### config.mk
export PLATFORM = sky130hd
export DESIGN_NAME = bus_cdc_gray_source
export DESIGN_NICKNAME = d
export VERILOG_FILES = /design/src/rtl/bus_cdc_gray_source.sv
export SDC_FILE = /design/constraint.sdc
export NUM_CORES = 1
export LEC_CHECK = 0
export BUFFER_PORTS_ARGS = -buffer_cell sky130_fd_sc_hd__buf_2
export CAP_MARGIN = 20
export CORE_ASPECT_RATIO = 1.2
export CORE_MARGIN = 3
export CORE_UTILIZATION = 50
export DETAILED_ROUTE_END_ITERATION = 10
export PLACE_DENSITY = 0.7
export SYNTH_ARGS = -nofsm -noshare
export SYNTH_HDL_FRONTEND = slang
export SYNTH_SLANG_ARGS = --single-unit
### constraint.sdc
create_clock -name SRC_CLOCK_I -period 11.6 [get_ports SRC_CLOCK_I]
set_input_delay 1.16 -clock SRC_CLOCK_I [delete_from_list [all_inputs] [get_ports SRC_CLOCK_I]]
set_output_delay 1.16 -clock SRC_CLOCK_I [all_outputs]
set_load 0.02 [all_outputs]
### src/rtl/bus_cdc_gray_source.sv
// Source side of a gray-coded bus CDC: walks a binary count one step
// at a time toward a sampled target and registers its gray code.
//
// Ports:
//   SRC_CLOCK_I  - source clock, rising edge
//   SRC_RESET_I  - synchronous active-high reset
//   enable_i     - step enable; low freezes count, gray and hold timer
//   target_bus_i - binary value to converge to
//   gray_bus_o   - registered gray code of count (crosses the CDC)
//   count_o      - registered binary count
//   busy_o       - count differs from registered target
// Optional: BUS_CDC_SRC_HOLD_EN adds a HOLD state that keeps each
// gray value for g_HOLD_CYCLES source cycles.
module bus_cdc_gray_source #(
  parameter int g_BUS_WIDTH   = 32,
  parameter int g_HOLD_CYCLES = 2
) (
  input  logic                   SRC_CLOCK_I,
  input  logic                   SRC_RESET_I,
  input  logic                   enable_i,
  input  logic [g_BUS_WIDTH-1:0] target_bus_i,
  output logic [g_BUS_WIDTH-1:0] gray_bus_o,
  output logic [g_BUS_WIDTH-1:0] count_o,
  output logic                   busy_o
);

  localparam int W = g_BUS_WIDTH;
  localparam logic [W-1:0] HALF = {1'b1, {(W-1){1'b0}}};

`ifdef BUS_CDC_SRC_HOLD_EN
  typedef enum logic [1:0] {
    IDLE,
    STEP,
    HOLD
  } state_t;

  localparam int HW = (g_HOLD_CYCLES > 2) ? $clog2(g_HOLD_CYCLES) : 1;
  localparam logic [HW-1:0] HOLD_LAST = HW'(
    (g_HOLD_CYCLES > 1) ? g_HOLD_CYCLES - 2 : 0);

  logic [HW-1:0] hold_q, hold_d;
`else
  typedef enum logic [1:0] {
    IDLE,
    STEP
  } state_t;
`endif

  state_t state_q, state_d;
  logic [W-1:0] target_q, target_d;
  logic [W-1:0] count_q, count_d;
  logic [W-1:0] gray_q, gray_d;
  logic [W-1:0] diff;

  // Modular distance; the tie (exactly half) steps up.
  assign diff = target_q - count_q;

  always_comb begin
    state_d  = state_q;
    target_d = target_bus_i;
    count_d  = count_q;
    gray_d   = gray_q;
`ifdef BUS_CDC_SRC_HOLD_EN
    hold_d   = hold_q;
`endif
    unique case (state_q)
      IDLE: begin
        if (diff != '0 && enable_i)
          state_d = STEP;
      end
      STEP: begin
        if (diff == '0) begin
          state_d = IDLE;
        end else if (enable_i) begin
          if (diff <= HALF)
            count_d = count_q + 1'b1;
          else
            count_d = count_q - 1'b1;
          gray_d = count_d ^ (count_d >> 1);
`ifdef BUS_CDC_SRC_HOLD_EN
          if (g_HOLD_CYCLES > 1) begin
            state_d = HOLD;
            hold_d  = '0;
          end
`endif
        end
      end
`ifdef BUS_CDC_SRC_HOLD_EN
      HOLD: begin
        if (enable_i) begin
          if (hold_q == HOLD_LAST) begin
            state_d = STEP;
            hold_d  = '0;
          end else begin
            hold_d = hold_q + 1'b1;
          end
        end
      end
`endif
      default: state_d = IDLE;
    endcase
  end

  always_ff @(posedge SRC_CLOCK_I) begin
    if (SRC_RESET_I) begin
      state_q  <= IDLE;
      target_q <= '0;
      count_q  <= '0;
      gray_q   <= '0;
`ifdef BUS_CDC_SRC_HOLD_EN
      hold_q   <= '0;
`endif
    end else begin
      state_q  <= state_d;
      target_q <= target_d;
      count_q  <= count_d;
      gray_q   <= gray_d;
`ifdef BUS_CDC_SRC_HOLD_EN
      hold_q   <= hold_d;
`endif
    end
  end

  assign gray_bus_o = gray_q;
  assign count_o    = count_q;
  assign busy_o     = (diff != '0);

endmodule
**After elaboration in Yosys (flattened, before gate mapping)**

Index checks and enable logic that the tools add are counted.

- Word-level logic and storage cells: 26
- Memory bits (read-only): 0
- Input port bits: 35
- Flip-flop bits (word level): 98
- RAM bits: 0
- Bits in latches: 0
- Memories kept: 0

- Eq/ne operators: 3
- Divide/modulo/power cells: 0
- Multiply operators: 0
- Magnitude comparators: 1
- Add/subtract/negate cells: 3
- Bitwise operators: 2
- Shift-type cells: 0
- Multiplexer cells: 7
- Reduce and logical (&&, ||, !) cells: 6

Operator list:

| operator | count |
|---|---|
| 32-bit two-way mux | 4 |
| 32-bit by 1-bit adder with 32-bit output (second input constant) | 1 |
| 32-bit less-or-equal comparator (second input constant) | 1 |
| 32-bit logical NOT | 1 |
| 32-bit nonzero test | 1 |
| 32-bit by 1-bit subtractor with 32-bit output (second input constant) | 1 |
| 32-bit subtractor | 1 |
| 32-bit by 31-bit XOR with 32-bit output | 1 |
| 2-bit two-way mux | 2 |
| 2-bit != test (second input constant) | 2 |
| 2-bit one-hot mux with 2 select lines | 1 |
| 3-bit AND reduction | 1 |
| 2-bit by 1-bit == test with 1-bit output (second input constant) | 1 |
| 2-bit logical NOT | 1 |
| 2-bit AND reduction | 1 |
| 1-bit logical AND | 1 |
| 1-bit inverter | 1 |

**Depth between registers and ports, before layout**

- Depth after elaboration: 7
- Depth in mapped cells: 24
- Mapped depth without buffers: 24

**Worst setup path before layout**

OpenSTA, ideal clock, no wires.

- Path kind: reg2reg
- Start: register count_q[1] (netlist: count_o[1])
- End: register gray_q[30] (netlist: gray_bus_o[30])
- Clock period less this slack: 7.392 ns
- Required time: 11.524 ns
- Setup slack: 4.208 ns
- Stages on the path, launching flop included: 24
- Arrival time: 7.316 ns
- Path through: dfxtp_1 -> inv_1 -> ha_1 -> nor2b_1 -> o31ai_1 -> a2111oi_0 -> o21ai_0 -> o211a_1 -> o21ai_0 -> xor2_1 -> nor3_1 -> a31oi_1 -> ha_1 -> a211o_1 -> o221a_2 -> o21ai_0 -> a31o_2 -> o21ai_0 -> o41ai_1 -> o21bai_1 -> a21oi_1 -> xnor3_1 -> or4_1 -> a31oi_1

- Cells in the longest elaborated chain, start to end: 7
- Elaborated cells between the ends (all ways): 12

Ends and longest elaborated chain:

| what | line | RTL |
|---|---|---|
| from (decl) | 51 | `logic [W-1:0] count_q, count_d;` |
| from (signal assigned) | 116 | `count_q <= count_d;` |
| 32-bit subtractor | 56 | `assign diff = target_q - count_q;` |
| 32-bit less-or-equal comparator | 75 | `if (diff <= HALF)` |
| 32-bit two-way mux | 75 |  |
| 32-bit two-way mux | 74 | `end else if (enable_i) begin` |
| 32-bit two-way mux | 72 | `if (diff == '0) begin` |
| 32-bit two-way mux | 66 | `unique case (state_q)` |
| 32-bit by 31-bit XOR with 32-bit output | 79 | `gray_d = count_d ^ (count_d >> 1);` |
| to (signal assigned) | 117 | `gray_q <= gray_d;` |
| to (decl) | 52 | `logic [W-1:0] gray_q, gray_d;` |

Several ways; a longest one is shown, not always the timed one. The select of a mux whose other input is x is not followed.
A chain may end at the register's enable or synchronous reset.

**Worst setup path after layout**

Same ends and word-level chain as after synthesis.

==> flow_metrics.py <==
metrics = {
    "cells_and_area": {
        "area_growth_pct": 11.53,
        "drive_gt1_share_pct": 14.72,
        "diodes": 0,
        "seqCellArea_um2": 1922,
        "multi_input_area_um2": 5466,
        "final_cell_mix": "130 x a21oi_1, 98 x buf_2, 96 x dfxtp_1, 81 x o21ai_0, 64 x nand2_1",
        "final_nets": 1180,
        "fill_cells": 1452,
        "layout_commonest_cell": "a21oi_1",
        "layout.cells.non_filler": 1291,
    },
    "setup_path": {
        "cp-end-kind": "register",
        "worstPathCellList": "inv_1, ha_1, nor2b_1, o31ai_1, a2111oi_0, o21ai_0, o211a_1, a31oi_1, o21ai_0, a211oi_1, a31oi_4, buf_4, ha_1, a2111oi_0, o21ai_0, a21o_1, a31o_2, o21ai_0, a31oi_1, a21o_1, xnor2_1, xnor3_1, or4_1, a31oi_1",
        "cp-start-kind": "register",
        "cp_slowest_cell": "a2111oi_0",
        "path_max_fanout": 35,
        "cp.depth": 24,
        "reg2regPathDepth": 24,
        "crit_buf_inv": 2,
        "cp_top_family": "compound AO/OA/AOI/OAI gates",
        "crit_type": "reg2reg",
        "cp_data_required_time_ns": 11.88,
        "max_stage_delay_ns": 0.87,
        "cp.arrival_ns": 7.54,
        "worst_path_most_repeated_cell": "o21ai_0",
    },
    "global_routing": {
        "gr-usage-all-layers_pct": 26.14,
        "grt-busiest-layer": "met2",
        "antenna_found_initial": 0,
        "met2_usage_pct": 45.71,
        "grt_pass1_vias": 7406,
        "grt_overflow": 0,
        "met3_usage_pct": 4.120,
        "grt_pass1_wl_mm": 36.58,
        "grt_max_degree": 98,
        "gr-usage-met1_pct": 32.10,
    },
    "floorplanning": {
        "die_w_um": 120.2,
        "core_area_um2": 15140,
        "initial_core_util_pct": 51.68,
        "num_rows": 49,
        "dieArea_um2": 17200,
        "die_y_um": 143.1,
        "io_pins": 100,
    },
    "clock_tree": {
        "worstSkewPairLatency_ns": 0.36,
        "ctsResizeCount": 0,
        "clockRootBuffer": "clkbuf_16",
        "clock-sinks": 96,
        "htreeDepth": 3,
        "numCtsBuffers": 9,
        "cts_buffer_depth": 2,
        "postCtsHoldBufs": 0,
        "clk_pin_slew_ns": 0.07,
        "cts_setup_buffers": 0,
        "tritoncts": "yes",
    },
    "power_and_ir_drop": {
        "finalPower_mw": 1.669,
        "p_per_area_nw_per_um2": 191.2,
        "peakVddDrop_mv": 0.1082,
        "p_leak_nw": 3.641,
    },
    "sta": {
        "setup_tns_ns": 0,
        "slew_violations": 0,
        "finalSetupViolations": 0,
        "rsz0062_at_grt": "no",
        "timing.hold.ws_ns": 0.4751,
        "hold_viol_final": 0,
        "relSlewSlack_pct": 34.86,
        "max_freq_mhz": 137.8,
        "tightest_slew_ns": 0.9525,
        "finalClockSkew_ns": 0.009313,
        "period_minus_slack_ns": 7.255,
        "min_period_over_period_pct": 62.54,
    },
    "route": {
        "viasPerCell": 6.065,
        "dr.pass1.iters": 8,
        "post_drt_wl_per_cell_um": 17.72,
        "antenna_left": 0,
        "drtIter0Drc": 511,
        "finalWirelength_mm": 22.88,
        "drc": 0,
        "vias": 7830,
    },
    "yosys": {
        "yosysTopAreaCell": "dfxtp_1",
        "ys_ff_latch": 96,
        "netlist_instances": 1021,
        "synth_top_area_share_pct": 24.56,
        "syn_nets": 1119,
        "ys_top_cells_by_area": "dfxtp_1 25%, ha_1 9.8%, a21oi_1 8.3%, xnor2_1 5.9%, o21ai_0 5.2%",
        "syn-cell-area_um2": 7826,
        "yosysWarnings": 0,
        "yosysSeqAreaShare_pct": 24.56,
        "async_flop_share_pct": 0,
        "ys.flop_type": "dfxtp_1",
        "synth_edf_count": 0,
        "yosys.cell_types.count": 74,
        "synth.avg_cell_area_um2": 7.665,
    },
    "status": {
        "status": "complete, no violations",
    },
    "placement": {
        "port_buffers": 99,
        "dp.cells": 1273,
        "dpl.hpwl_mm": 16.68,
        "finalWeightedCongestion": 0.9413,
    },
    "run": {
        "max_cap_viol_count": 0,
    },
    "hold_path": {
        "hold_class": "reg2reg",
        "whs_path_depth": 2,
    },
}
==> worst reg2reg max path: cells and delay by family, from the launching register on <==
family / cells / cell delay [ns]
AO/OA/AOI/OAI: 16 / 4.53
XOR/XNOR: 2 / 0.50
adder cells (fa/ha/maj): 2 / 0.67
buffers and inverters: 2 / 0.40
flip-flops: 1 / 0.46
AND/OR/NAND/NOR: 2 / 0.62
==> registers in the layout, indices dropped and copies added (netlist names) <==
| register | flops |
|---|---|
| count_o | 32 |
| target_q | 32 |
| gray_bus_o | 31 |
| state_q | 1 |
==> synthesized netlist by cell type (11+ instances only) <==
library cell	count
o21ai_1	12
xnor2_1	53
a31oi_1	11
nor3_1	21
dfxtp_1	96
nand2b_1	11
nand2_1	64
or3_1	12
nand4_1	12
ha_1	61
a211oi_1	18
a21o_1	19
a211oi_2	20
o211ai_1	11
o21ai_0	81
nor2_1	52
o21a_1	12
nor2b_1	38
nand3_1	50
clkbuf_1	40
a21oi_1	130
xor2_1	14
inv_1	55
==> final timing paths <==
path	from	to	slack (ns)
max reg2reg	count_o[1]	gray_bus_o[30]	4.34
min	gray_bus_o[22]	gray_bus_o[22]	0.48
min reg2reg	gray_bus_o[22]	gray_bus_o[22]	0.48
max	count_o[1]	gray_bus_o[30]	4.34
==> routing by layer <==
| layer | vias up | wire length (µm) |
|---|---|---|
| met5 | - | 0 |
| met3 | 50 | 1052 |
| li1 | 3860 | - |
| met4 | 0 | 722 |
| met2 | 248 | 11310 |
| met1 | 3672 | 9799 |
==> through the flow <==
| step | cell area [µm²] | setup slack, ns | utilization [%] |
|---|---|---|---|
| after floorplan | 7826 | 4.208 | - |
| after global placement | 8386 | 4.716 | 55.37 |
| after detailed placement | 8386 | 4.529 | 55.37 |
| after CTS | 8681 | 4.452 | 57.32 |
| after global routing | 8728 | 3.635 | 57.64 |
| final | 8728 | 4.345 | 57.64 |
==> layout make-up <==
class / count / area share (%)
inverters: 55 / 2.365
clock inverters: 3 / 0.2867
multi-input cells: 814 / 62.63
flip-flops and latches: 96 / 22.02
well taps: 204 / 2.924
repair buffers: 106 / 6.680
clock buffers: 13 / 3.096
==> where the power goes <==
group / total (mW) / switching [mW] / internal (mW)
clock network: 0.300 / 0.136 / 0.164
logic: 0.977 / 0.597 / 0.380
registers: 0.392 / 0.0283 / 0.363
==> logic make-up (layout without fill, tap and decap cells) <==
group	after synthesis	in the layout	synth area share, %
AOI/OAI and AO/OA	373	373	30.65
xor gates and xnor gates	68	68	7.786
adders and majority gates	63	63	10.26
buffers and inverters	111	177	5.867
DFF	96	96	24.56
muxes	7	7	0.9113
and+or+nand+nor	303	303	19.97
Note: power is estimated with default switching activity, not from simulation.
